## config.mk

```make
export PLATFORM = sky130hd
export DESIGN_NAME = fpadd_sched
export DESIGN_NICKNAME = d
export VERILOG_FILES = /design/src/rtl/fpadd_sched_pkg.sv /design/src/rtl/fpadd_sched_rsp_fifo.sv /design/src/rtl/fpadd_sched.sv
export SDC_FILE = /design/constraint.sdc
export NUM_CORES = 1
export LEC_CHECK = 0
export ABC_CLOCK_PERIOD_IN_PS = 6290
export BUFFER_PORTS_ARGS = -buffer_cell sky130_fd_sc_hd__clkbuf_2
export CAP_MARGIN = 40
export CORE_AREA = 2 2 232 234
export CTS_CLUSTER_SIZE = 12
export DETAILED_ROUTE_END_ITERATION = 12
export DIE_AREA = 0 0 234 236
export GPL_TIMING_DRIVEN = 0
export PLACE_DENSITY = 0.72
export SLEW_MARGIN = 20
export SYNTH_ARGS = -nofsm -noshare
export SYNTH_HDL_FRONTEND = slang
export SYNTH_HIERARCHICAL = 1
export SYNTH_SLANG_ARGS = --single-unit
export TNS_END_PERCENT = 5
```

## constraint.sdc

```tcl
create_clock -name clk -period 6.29 [get_ports clk]
set_input_delay 0.3145 -clock clk [delete_from_list [all_inputs] [get_ports clk]]
set_output_delay 0.3145 -clock clk [all_outputs]
set_load 0.01 [all_outputs]
```

## src/rtl/fpadd_sched_pkg.sv

```systemverilog
// Shared defaults and types for the two-requester floating-point adder scheduler.
package fpadd_sched_pkg;

  localparam int W_DEF     = 64;
  localparam int LAT_DEF   = 3;
  localparam int DEPTH_DEF = 4;

  typedef logic req_id_t;

  typedef struct packed {
    logic    valid;
    req_id_t id;
  } tag_t;

endpackage

```

## src/rtl/fpadd_sched_rsp_fifo.sv

```systemverilog
// Synchronous response FIFO with occupancy count; one instance per requester.
module rsp_fifo #(
  parameter int W     = 64,
  parameter int DEPTH = 4
) (
  input  logic                     clk,
  input  logic                     rst,
  input  logic                     push,
  input  logic [W-1:0]             din,
  input  logic                     pop,
  output logic [W-1:0]             dout,
  output logic [$clog2(DEPTH):0]   count,
  output logic                     full
);

  localparam int AW = $clog2(DEPTH);
  localparam int CW = AW + 1;

  logic [W-1:0]  mem [DEPTH];
  logic [AW-1:0] wr_ptr;
  logic [AW-1:0] rd_ptr;
  logic          do_push;
  logic          do_pop;

  assign full    = (count == CW'(DEPTH));
  assign do_push = push && !full;
  assign do_pop  = pop && (count != '0);
  assign dout    = (count != '0) ? mem[rd_ptr] : '0;

  // NOTE: storage is not reset; pointers and count define validity, so clearing them empties the FIFO.
  always_ff @(posedge clk) begin
    if (do_push) mem[wr_ptr] <= din;
  end

  // NOTE: sequential state uses non-blocking assignments so every register samples pre-edge values.
  always_ff @(posedge clk or posedge rst) begin
    if (rst) begin
      wr_ptr <= '0;
      rd_ptr <= '0;
      count  <= '0;
    end else begin
      if (do_push) wr_ptr <= wr_ptr + 1'b1;
      if (do_pop)  rd_ptr <= rd_ptr + 1'b1;
      case ({do_push, do_pop})
        2'b10:   count <= count + 1'b1;
        2'b01:   count <= count - 1'b1;
        default: count <= count;
      endcase
    end
  end

endmodule

```

## src/rtl/fpadd_sched.sv

```systemverilog
// Arbitrates two requesters onto one pipelined adder and routes results back by tag.
module fpadd_sched
  import fpadd_sched_pkg::*;
#(
  parameter int W     = W_DEF,
  parameter int LAT   = LAT_DEF,
  parameter int DEPTH = DEPTH_DEF
) (
  input  logic         clk,
  input  logic         rst,
  input  logic         req0_valid,
  input  logic         req1_valid,
  output logic         req0_ready,
  output logic         req1_ready,
  input  logic [W-1:0] req0_a,
  input  logic [W-1:0] req0_b,
  input  logic [W-1:0] req1_a,
  input  logic [W-1:0] req1_b,
  input  logic         req0_sub,
  input  logic         req1_sub,
  output logic         add_valid,
  output logic [W-1:0] add_a,
  output logic [W-1:0] add_b,
  output logic         add_sub,
  input  logic         res_valid,
  input  logic [W-1:0] add_res,
  output logic         rsp0_valid,
  output logic         rsp1_valid,
  input  logic         rsp0_ready,
  input  logic         rsp1_ready,
  output logic [W-1:0] rsp0_res,
  output logic [W-1:0] rsp1_res,
  output logic         err
);

  localparam int CW = $clog2(DEPTH) + 1;

  logic [CW-1:0] count0, count1;
  logic [CW-1:0] inflight0, inflight1;
  logic [CW:0]   load0, load1;
  logic          full0, full1;
  logic          elig0, elig1;
  logic          grant0, grant1, grant_any;
  req_id_t       grant_id;
  req_id_t       last_grant;
  tag_t          tags [LAT+1];
  tag_t          tail;
  logic          wb0, wb1;
  logic          err_q;

  // Credit covers both results still in the adder and results parked in the FIFO.
  assign load0 = {1'b0, inflight0} + {1'b0, count0};
  assign load1 = {1'b0, inflight1} + {1'b0, count1};

  // NOTE: every always_comb output gets a default first so no path can infer a latch.
  always_comb begin
    elig0  = 1'b0;
    elig1  = 1'b0;
    grant0 = 1'b0;
    grant1 = 1'b0;
    if (!rst) begin
      elig0 = req0_valid && (load0 < (CW+1)'(DEPTH));
      elig1 = req1_valid && (load1 < (CW+1)'(DEPTH));
    end
    grant0 = elig0 && (!elig1 || (last_grant == 1'b1));
    grant1 = elig1 && (!elig0 || (last_grant == 1'b0));
  end

  assign req0_ready = grant0;
  assign req1_ready = grant1;
  assign grant_any  = grant0 || grant1;
  assign grant_id   = grant1;

  always_ff @(posedge clk or posedge rst) begin
    if (rst) begin
      add_valid  <= 1'b0;
      add_a      <= '0;
      add_b      <= '0;
      add_sub    <= 1'b0;
      last_grant <= 1'b1;
    end else begin
      add_valid <= grant_any;
      if (grant_any) begin
        add_a      <= grant1 ? req1_a   : req0_a;
        add_b      <= grant1 ? req1_b   : req0_b;
        add_sub    <= grant1 ? req1_sub : req0_sub;
        last_grant <= grant_id;
      end
    end
  end

  // Stage 0 lines up with add_valid; stage LAT lines up with the returning result.
  always_ff @(posedge clk or posedge rst) begin
    if (rst) begin
      for (int i = 0; i <= LAT; i++) tags[i] <= '0;
    end else begin
      tags[0] <= '{valid: grant_any, id: grant_id};
      for (int i = 1; i <= LAT; i++) tags[i] <= tags[i-1];
    end
  end

  assign tail = tags[LAT];
  assign wb0  = res_valid && tail.valid && (tail.id == 1'b0);
  assign wb1  = res_valid && tail.valid && (tail.id == 1'b1);

  always_ff @(posedge clk or posedge rst) begin
    if (rst) begin
      inflight0 <= '0;
      inflight1 <= '0;
    end else begin
      case ({grant0, wb0})
        2'b10:   inflight0 <= inflight0 + 1'b1;
        2'b01:   inflight0 <= inflight0 - 1'b1;
        default: inflight0 <= inflight0;
      endcase
      case ({grant1, wb1})
        2'b10:   inflight1 <= inflight1 + 1'b1;
        2'b01:   inflight1 <= inflight1 - 1'b1;
        default: inflight1 <= inflight1;
      endcase
    end
  end

  always_ff @(posedge clk or posedge rst) begin
    if (rst) begin
      err_q <= 1'b0;
    end else if ((res_valid != tail.valid) || (wb0 && full0) || (wb1 && full1)) begin
      err_q <= 1'b1;
    end
  end

  assign err = err_q;

  rsp_fifo #(.W(W), .DEPTH(DEPTH)) u_fifo0 (
    .clk   (clk),
    .rst   (rst),
    .push  (wb0),
    .din   (add_res),
    .pop   (rsp0_ready),
    .dout  (rsp0_res),
    .count (count0),
    .full  (full0)
  );

  rsp_fifo #(.W(W), .DEPTH(DEPTH)) u_fifo1 (
    .clk   (clk),
    .rst   (rst),
    .push  (wb1),
    .din   (add_res),
    .pop   (rsp1_ready),
    .dout  (rsp1_res),
    .count (count1),
    .full  (full1)
  );

  assign rsp0_valid = (count0 != '0);
  assign rsp1_valid = (count1 != '0);

endmodule

```

==> metrics.txt <==
syn avg cell area 19.2 um2; Post-Route WL 83400 um; placed cell count 2691; share of cells above drive strength 1 0.388; first-pass GRT wire length 121000 um; Worst Path Max Fanout 77; final core utilization 0.657; Core ar. 53100 um2; setup bufs post-CTS 0; Pre-Repair DR Iteration Count 5; hold path start add_res[62]; Peak VDD IR 0.000234 V; RSZ-0062 raised after global routing no; post-synthesis sequential area ratio 0.725; CTS HTree Levels 3; CP arrival 3510 ps; nets@finish 2606; synth-to-layout area growth 30.7%; post-DP HPWL 59400 um; Clock Latency Late Sink 590 ps; P_leak 13.5 nW; cell area after synthesis 26700 um2; clock sink count 671; Remaining Overflow, GRT 0; worst min path class input port to register; Ys Warns 6; antenna viol nets, final 0; DIE AREA 55200 um2; TritonCTS clock tree built; nature of the critical path endpoint output pin; # DRC 0; CTS clock-pin slew for the worst setup and hold paths 60 ps; vias in the first global route 18000; Final Setup Violations 0; Startpoint Class input port; worst endpoint required time 5980 ps; initial core utilization 0.503; max-cap violation count 0; crit path time final 3820 ps; initial drt markers 1442; final non-filler cell total 3013; FF-to-FF Start u_fifo0/count[2]; post-synthesis instance total 1393; max_slew headroom 0.442; initial antenna violation count 22; die height 236 um; status complete, no violations; CP Launch Point rst; fin crit share 0.608; final hold violations 0; Power Density 437 nW/um2; largest net degree at the start of global routing 78; Layout Skew 19.8 ps; # fillers 3725; Via density 5.70; CTS max path bufs 3; CTS root buf clkbuf_16; port bufs 591; Worst Max-Slew Pin Slew 835 ps; GRT Overall Usage 0.305; Top-Level Pins 592; Max Slew Vio Count 0; Rows 85; register bit total from synthesis 671; Synth cell types 29; Tot Pwr 0.0152 W; die width 234 um; WL per Instance 27.7 um; final hold slack 17.8 ps; Num CTS Buffers 71; final RePlAce weighted congestion 0.985; routed via count 17200; Fmax 261 MHz; crit path kind input port to output pin; Syn Nets 1743; setup TNS 0 ps
[sequential cells by signal, summed over array words and instances (netlist names)]
register / count
u_fifo0/mem: 256
u_fifo1/mem: 256
add_a: 64
add_b: 64
tags: 8
inflight0: 3
inflight1: 3
u_fifo0/count: 3
u_fifo1/count: 3
u_fifo0/rd_ptr: 2
u_fifo0/wr_ptr: 2
u_fifo1/rd_ptr: 2
u_fifo1/wr_ptr: 2
add_sub: 1
err: 1
last_grant: 1
[stage by stage]
stage	instance area [um2]	setup slack, ps
4_1_cts	34800	2370
2_1_floorplan	26700	420
6_report	34900	2470
5_1_grt	34900	2190
3_3_place_gp	30500	-2750
3_5_place_dp	30800	2470
[cell usage after synthesis (all sizes together)]
library cell,n,area [um2]
or4b,1,10.0
mux2i,4,40.0
fa,4,80.1
dfstp,1,26.3
xnor2,8,70.1
clkbuf,41,154
edfxtp,512,15400
nor4b,2,32.5
and2,139,870
o211a,1,10.0
mux4,128,2880
nand3,5,25.0
a21boi,1,7.51
a21oi,1,5.00
buf,58,360
ha,17,213
a221o,129,1290
nor2b,3,18.8
inv,25,93.8
nor2,6,22.5
xor2,10,87.6
a211o,1,8.76
nor3b,131,983
dfrtp,158,3950
mux2,3,33.8
or3,4,25.0
[final timing paths]
kind	endpoint	slack [ps]	cells past startpoint
setup reg to reg	inflight1[2]	2760	13
min in group asynchronous	u_fifo1/rd_ptr[0]	330	3
hold / removal	u_fifo1/mem[0][62]	20	1
hold reg to reg	tags[1]	360	0
max in group asynchronous	last_grant	5120	4
setup / recovery	req1_ready	2470	9
[report_power, final]
group | switching [W] | internal, W | total, W | leakage [nW]
combinational | 0.00300 | 0.00254 | 0.00554 | 5.90
sequential | 0.000370 | 0.00538 | 0.00575 | 6.58
clock | 0.00164 | 0.00231 | 0.00395 | 1.05
total | 0.00501 | 0.0102 | 0.0152 | 13.5
[worst max-delay path, cell delays in order]
cell           delay, ps
dlygate4sd3_1        560
clkbuf_2             180
inv_8                370
buf_16               390
nand3_1              400
clkbuf_1             340
clkbuf_1             320
nor2_1               360
clkbuf_2             200
[layout by cell type, fill, tap and decap left out, types with 2 or more instances in the layout]
master / count
diode_2: 16
inv_1: 24
clkbuf_2: 591
clkbuf_1: 61
clkinv_2: 2
buf_16: 5
nand3_1: 5
and2_4: 8
ha_1: 17
mux2_2: 3
buf_12: 4
clkinv_1: 9
nor2_1: 6
xnor2_1: 8
inv_6: 2
bufinv_16: 2
dfrtp_1: 158
buf_4: 3
mux2i_1: 4
edfxtp_1: 512
nor2b_1: 3
xor2_1: 10
or3_1: 4
mux4_2: 128
buf_6: 13
a221o_1: 129
fa_1: 4
buf_2: 45
dlygate4sd3_1: 187
clkbuf_16: 74
and2_1: 131
nor3b_1: 131
clkbuf_8: 7
[layout make-up]
class	instances	area, um2	area share
Sequential cell	671	19400	0.555
Multi-Input combinational cell	598	6740	0.193
Timing Repair Buffer	790	5080	0.146
Clock buffer	101	2020	0.0580
Tap cell	696	871	0.0250
Buffer	99	514	0.0147
Clock inverter	17	145	0.00416
Inverter	25	101	0.00291
Antenna cell	16	40.0	0.00115
[metal layers]
metal,track usage,vias to the layer above,part of all wire
met5,0,-,0.00035
met4,0.133,4,0.045
met3,0.0723,170,0.078
met2,0.496,801,0.49
met1,0.393,8856,0.38
li1,-,7355,-
[logic make-up after synthesis]
kind of cell / after synthesis / share of synthesized area
compound gates: 133 / 0.0496
mux: 135 / 0.111
fa+ha+maj: 21 / 0.0110
simple gates: 291 / 0.0745
flops: 671 / 0.725
buf+inv: 124 / 0.0228
xor+xnor: 18 / 0.00591
[repair_timing]
action	in CTS	in global routing
hold buffers	187	0
endpoints found under the hold margin	646	0
gates resized for setup	0	0
(Power assumes the default switching activity.)
